==> src/rtl/glyph_renderer_pkg.sv <==
// glyph_renderer_pkg: shared geometry, text-word layout, pipeline latency and colour expansion
package glyph_renderer_pkg;
  localparam int COLS_D = 100;
  localparam int ROWS_D = 37;
  localparam int CELL_W = 8;
  localparam int CELL_H = 16;
  localparam int CODE_LSB = 0;
  localparam int FG_LSB = 8;
  localparam int BG_LSB = 11;
  localparam int BLINK_POS = 14;
  localparam int LATENCY = 3;
  typedef struct packed {
    logic blink;
    logic [2:0] bg;
    logic [2:0] fg;
  } attr_t;
  typedef struct packed {
    logic de;
    logic [5:0] row;
    logic [7:0] col;
    logic [3:0] line;
    logic [2:0] hidx;
  } pos_t;
  function automatic logic [5:0] expand(input logic [2:0] c);
    return {{2{c[2]}}, {2{c[1]}}, {2{c[0]}}};
  endfunction
endpackage

==> src/rtl/glyph_renderer_if.sv <==
// glyph_renderer_if: text RAM and font ROM read ports (data valid one cycle after address)
interface glyph_renderer_if;
  logic [11:0] text_addr;
  logic [15:0] text_data;
  logic [11:0] font_addr;
  logic [7:0] font_data;
  modport master (output text_addr, output font_addr, input text_data, input font_data);
  modport slave (input text_addr, input font_addr, output text_data, output font_data);
endinterface

==> src/rtl/glyph_delay_line.sv <==
// glyph_delay_line: N-stage W-bit shift register with synchronous reset
module glyph_delay_line #(
  parameter int W = 1,
  parameter int N = 1
) (
  input  logic clk,
  input  logic reset,
  input  logic [W-1:0] d,
  output logic [W-1:0] q
);
  logic [N*W-1:0] sr;
  always_ff @(posedge clk)
    sr <= reset ? '0 : (N*W)'({sr, d});
  assign q = sr[N*W-1 -: W];
endmodule

==> src/rtl/glyph_renderer.sv <==
// glyph_renderer: 800x600 text-mode pixel pipeline, rgb 3 cycles after hpos/vpos
module glyph_renderer
  import glyph_renderer_pkg::*;
#(
  parameter int COLS = COLS_D,
  parameter int ROWS = ROWS_D,
  parameter int BLINK_BIT = 5
) (
  input  logic clk,
  input  logic reset,
  input  logic [10:0] hpos,
  input  logic [9:0] vpos,
  input  logic display_on,
  input  logic hsync,
  input  logic vsync,
  glyph_renderer_if.master mem,
  input  logic cursor_en,
  input  logic [6:0] cursor_col,
  input  logic [5:0] cursor_row,
  output logic [5:0] rgb,
  output logic hsync_o,
  output logic vsync_o,
  output logic display_on_o
);
  localparam int HB = $clog2(CELL_W);
  localparam int VB = $clog2(CELL_H);
  localparam logic [7:0] COLS_W = 8'(COLS);
  localparam logic [5:0] ROWS_W = 6'(ROWS);
  pos_t p0, p1, p2;
  attr_t a2;
  logic [$bits(pos_t)+$bits(attr_t)-1:0] s2_q;
  logic [2:0] sync_q;
  logic [11:0] r;
  logic [5:0] frame_cnt;
  logic cur_on;
  logic [6:0] cur_col;
  logic [5:0] cur_row;
  logic blink_phase, cur_hit, pix, unused_reserved;
  assign p0 = '{de: display_on, row: vpos[9:VB], col: hpos[10:HB], line: vpos[VB-1:0], hidx: hpos[HB-1:0]};
  assign r = 12'(p0.row);
  assign mem.text_addr = (COLS == 100 ? (r << 6) + (r << 5) + (r << 2) : r * 12'(COLS)) + 12'(p0.col);
  glyph_delay_line #(.W($bits(pos_t)), .N(1)) u_s1 (.clk(clk), .reset(reset), .d(p0), .q(p1));
  assign mem.font_addr = {mem.text_data[CODE_LSB +: 8], p1.line};
  glyph_delay_line #(.W($bits(pos_t) + $bits(attr_t)), .N(1)) u_s2 (
    .clk(clk), .reset(reset),
    .d({p1, mem.text_data[BLINK_POS], mem.text_data[BG_LSB +: 3], mem.text_data[FG_LSB +: 3]}),
    .q(s2_q)
  );
  assign {p2, a2} = s2_q;
  glyph_delay_line #(.W(3), .N(LATENCY)) u_sync (
    .clk(clk), .reset(reset), .d({hsync, vsync, display_on}), .q(sync_q)
  );
  assign {hsync_o, vsync_o, display_on_o} = sync_q;
  assign unused_reserved = mem.text_data[15];
  // cursor position is frozen at the frame tick so mid-frame writes wait for the next frame
  always_ff @(posedge clk)
    if (reset) begin
      frame_cnt <= '0;
      cur_on <= 1'b0;
      cur_col <= '0;
      cur_row <= '0;
    end else if (hpos == 11'd0 && vpos == 10'd600) begin
      frame_cnt <= frame_cnt + 6'd1;
      cur_on <= cursor_en && {1'b0, cursor_col} < COLS_W && cursor_row < ROWS_W;
      cur_col <= cursor_col;
      cur_row <= cursor_row;
    end
  assign blink_phase = frame_cnt[BLINK_BIT];
  assign cur_hit = cur_on && p2.row == cur_row && p2.col == {1'b0, cur_col} && p2.line[3:1] == 3'b111 && !blink_phase;
  assign pix = cur_hit || (mem.font_data[~p2.hidx] && !(a2.blink && blink_phase));
  always_ff @(posedge clk)
    rgb <= reset ? '0 : (p2.de && p2.row < ROWS_W) ? expand(pix ? a2.fg : a2.bg) : '0;
endmodule

==> src/flat_wrapper.sv <==
// flat-port wrapper written by rule: the top's interface ports become plain ports
module glyph_renderer_flat import glyph_renderer_pkg::*;
#(
  parameter int COLS = COLS_D,
  parameter int ROWS = ROWS_D,
  parameter int BLINK_BIT = 5
)
  (clk, reset, hpos, vpos, display_on, hsync, vsync, cursor_en, cursor_col, cursor_row, rgb, hsync_o, vsync_o, display_on_o, mem_text_addr, mem_font_addr, mem_text_data, mem_font_data);
  glyph_renderer_if mem_i ();
  input  logic clk;
  input  logic reset;
  input  logic [10:0] hpos;
  input  logic [9:0] vpos;
  input  logic display_on;
  input  logic hsync;
  input  logic vsync;
  input  logic cursor_en;
  input  logic [6:0] cursor_col;
  input  logic [5:0] cursor_row;
  output logic [5:0] rgb;
  output logic hsync_o;
  output logic vsync_o;
  output logic display_on_o;
  output wire logic [$bits(mem_i.text_addr)-1:0] mem_text_addr;
  output wire logic [$bits(mem_i.font_addr)-1:0] mem_font_addr;
  input wire logic [$bits(mem_i.text_data)-1:0] mem_text_data;
  input wire logic [$bits(mem_i.font_data)-1:0] mem_font_data;
  assign mem_text_addr = mem_i.text_addr;
  assign mem_font_addr = mem_i.font_addr;
  assign mem_i.text_data = mem_text_data;
  assign mem_i.font_data = mem_font_data;
  glyph_renderer #(.COLS(COLS), .ROWS(ROWS), .BLINK_BIT(BLINK_BIT)) u_core (.clk(clk), .reset(reset), .hpos(hpos), .vpos(vpos), .display_on(display_on), .hsync(hsync), .vsync(vsync), .mem(mem_i), .cursor_en(cursor_en), .cursor_col(cursor_col), .cursor_row(cursor_row), .rgb(rgb), .hsync_o(hsync_o), .vsync_o(vsync_o), .display_on_o(display_on_o));
endmodule
==> config.mk <==
export PLATFORM = sky130hd
export DESIGN_NAME = glyph_renderer_flat
export DESIGN_NICKNAME = d
export VERILOG_FILES = /design/src/rtl/glyph_renderer_pkg.sv /design/src/rtl/glyph_renderer_if.sv /design/src/rtl/glyph_delay_line.sv /design/src/rtl/glyph_renderer.sv /design/src/flat_wrapper.sv
export SDC_FILE = /design/constraint.sdc
export NUM_CORES = 1
export LEC_CHECK = 0
export ABC_CLOCK_PERIOD_IN_PS = 4300
export CELL_PAD_IN_SITES_DETAIL_PLACEMENT = 0
export CELL_PAD_IN_SITES_GLOBAL_PLACEMENT = 1
export CORE_MARGIN = 2
export CORE_UTILIZATION = 37
export CTS_BUF_LIST = sky130_fd_sc_hd__clkbuf_2 sky130_fd_sc_hd__clkbuf_4 sky130_fd_sc_hd__clkbuf_8
export DETAILED_ROUTE_END_ITERATION = 8
export GPL_ROUTABILITY_DRIVEN = 1
export PLACE_DENSITY = 0.93
export SYNTH_ARGS = -nofsm -noshare
export SYNTH_HDL_FRONTEND = slang
export SYNTH_SLANG_ARGS = --single-unit
==> constraint.sdc <==
create_clock -name clk -period 4.3 [get_ports clk]
set_input_delay 0.645 -clock clk [delete_from_list [all_inputs] [get_ports clk]]
set_output_delay 0.645 -clock clk [all_outputs]
set_load 0.03 [all_outputs]
==> run metrics <==
outcome finished clean; Worst Tran Pin Value 0.551 ns; CP Launch Type primary input; Total GRT Usage 14.5%; IR drop worst, VDD 0.228 mV; initial antenna violation count 0; RePlAce Congestion 0.872; Final Setup Violations 0; syn nets 448; TritonCTS clock tree done; reg2reg start u_core.frame_cnt[5]; layout cells sized above 1 13.9%; largest net degree at the start of global routing 46; sequential element share of the synthesized area 46.8%; most frequent cells in the layout 80 x dfxtp_1, 67 x clkdlybuf4s50_1, 49 x nor2b_1; Pins Over Slew Limit 0; commonest non-fill, non-tap cell in the layout dfxtp_1; ANT nets after route 0; Initial Utilization 37.6%; Mapped Cells 357; flops & latches, synth 80; CP most frequent cell inv_2; via count 2,549; CP max stage cell or4b_2; Hold WC Path Type register to register; Placed Area 4320 µm²; filler cell count 859; I/O pin cnt 97; Port Buffers 79; antenna fix cells 0; Root Driver clkbuf_8; Clock Path Buffers 2; Layout Cell Area excl Fill 4580 µm²; fin nets 531; initial drt markers 70; Worst-path clk slew 0.08 ns; CP arrival 3.59 ns; Largest stage delay, worst path 0.62 ns; synth unique cells 35; DR pass1 iterations 4; Hold Crit Start u_core.u_sync.sr[0]; final non-filler cell total 556; P_leak 1.95 nW; placed insts 540; CP Data Required Time 3.65 ns; core area 9110 µm²; Vias/cell 4.58; Max-Cap Viols 0; Setup crit end kind primary output; Clock Sinks 80; CP Max Fanout 2; min Tclk post-route 4.23 ns; Post-route DRC 0; full die area 10,000 µm²; final hold violations 0; unrepaired setup endpoints after global routing true; site row count 35; post-synthesis cell area 3420 µm²; hold buffer count at CTS 0; Routed wire per std cell 12.5 µm; worst-path cell chain clkdlybuf4s50_1 -> inv_2 -> fa_2 -> inv_2 -> fa_1 -> ha_1 -> nor2b_1 -> o21ai_2 -> a21boi_2 -> or4b_2 -> nand3_2 -> buf_6; Final Skew 0.00678 ns; Worst setup startpoint hpos[8]; Reg2Reg Setup Slack 2.66 ns; Num CTS Buffers 9; worst skew pair latency 0.35 ns; Die X 100 µm; global-route wire length before repair 11.4 mm; Die H 100 µm; synthesized area per cell 9.58 µm²; area grow syn2layout 34.0%; DPL Wire Length 5.32 mm; Slew HR 63.2%; # Post-CTS Setup Buffers 0; vias in the first global route 2,478; H-tree levels 3; Max Freq 236 MHz; minimum hold slack 0.438 ns; PD cells 385 nW/µm²; final WL 6.96 mm; yosys warns 0; critical path class primary input to primary output; Congestion Overflow GR 0; fin crit share 98.4%
==> layer usage <==
metal | routed length (µm) | part of all wire, % | up-vias | global-route usage [%]
li1 | - | - | 1314 | -
met1 | 3180 | 46 | 1139 | 18.9
met2 | 3250 | 47 | 81 | 23.1
met3 | 390 | 5.6 | 15 | 3.06
met4 | 137 | 2.0 | 0 | 6.53
met5 | 0 | 0 | - | 0
==> critical path: cells and delay by family <==
family | cells | cell delay (ns)
adders and majority gates | 3 | 1.08
and+or+nand+nor | 3 | 0.85
buffers and inverters | 4 | 0.75
AOI/OAI and AO/OA | 2 | 0.24
==> timing repair <==
item                                    CTS  global route
resized for setup                        14            10
pin swaps                                 5             6
endpoints found under the setup margin    2             2
==> registers in the layout, indices dropped and copies added (netlist names) <==
signal,flops
u_core.u_s2.q,27
u_core.cur_col,7
u_core.frame_cnt,6
u_core.u_sync.sr,9
u_core.u_s1.q,21
u_core.cur_on,1
u_core.cur_row,6
u_core.rgb,3
==> kinds of logic after synthesis <==
logic type	synth area share, %
and+or+nand+nor	20.3
DFF	46.8
buffers and inverters	7.75
AOI/OAI and AO/OA	6.44
adders and majority gates	11.2
xor gates and xnor gates	5.63
muxes	1.90
==> area by class of cell <==
| type | count | area, µm² | share of cell area [%] |
|---|---|---|---|
| clock inverter | 4 | 51.3 | 1.12 |
| clock buffer | 12 | 165 | 3.60 |
| timing repair buffer | 100 | 933 | 20.4 |
| sequential | 80 | 1600 | 34.9 |
| inverter | 25 | 93.8 | 2.05 |
| multi-input combinational | 224 | 1600 | 34.9 |
| tap | 111 | 139 | 3.03 |
==> worst paths after layout <==
| kind | end | cells past startpoint |
|---|---|---|
| max reg2reg | u_core.rgb[4] | 5 |
| min | u_core.u_sync.sr[3] | 1 |
| max | mem_text_addr[10] | 12 |
| min reg2reg | u_core.u_sync.sr[3] | 1 |
==> synth_stat cells <==
cell type / count / area [µm²]
o31ai_1: 1 / 7.51
nor2_1: 24 / 90.1
nor4_1: 7 / 43.8
o21ai_0: 8 / 40.0
and4_1: 1 / 8.76
buf_1: 2 / 7.51
a211oi_1: 1 / 7.51
xnor2_1: 8 / 70.1
nor3_1: 3 / 15.0
nor4b_1: 1 / 8.76
o21a_1: 1 / 7.51
o311ai_0: 1 / 8.76
nand2_1: 33 / 124
o41ai_1: 1 / 8.76
nor2b_1: 49 / 307
or3_1: 1 / 6.26
mux4_2: 2 / 45.0
inv_1: 25 / 93.8
fa_1: 6 / 120
buf_4: 17 / 128
nand4_1: 5 / 31.3
clkbuf_1: 7 / 26.3
a21boi_0: 4 / 30.0
a21o_1: 2 / 15.0
ha_1: 21 / 263
a21oi_1: 19 / 95.1
nand4bb_1: 1 / 11.3
dfxtp_1: 80 / 1600
buf_2: 2 / 10.0
nand3_1: 5 / 25.0
nand2b_1: 1 / 6.26
mux2i_1: 2 / 20.0
xor2_1: 14 / 123
or4b_2: 1 / 10.0
or2_1: 1 / 6.26
==> where the power goes <==
group / total, mW / switching (mW) / internal, mW
Clock: 0.569 / 0.253 / 0.315
Sequential: 0.773 / 0.00769 / 0.766
Combinational: 0.421 / 0.218 / 0.203
==> through the flow <==
stage	TNS [ns]	power (mW)	util (%)	setup WS, ns
3_5_place_dp	-0.393	1.19	47.4	-0.273
3_3_place_gp	-0.217	1.18	47.4	-0.210
5_1_grt	-0.0856	1.85	50.3	-0.0449
2_1_floorplan	0	1.03	-	0.281
4_1_cts	0	1.77	50.0	0.0137
6_report	0	1.76	50.3	0.0671
Note: power is estimated with default switching activity, not from simulation.
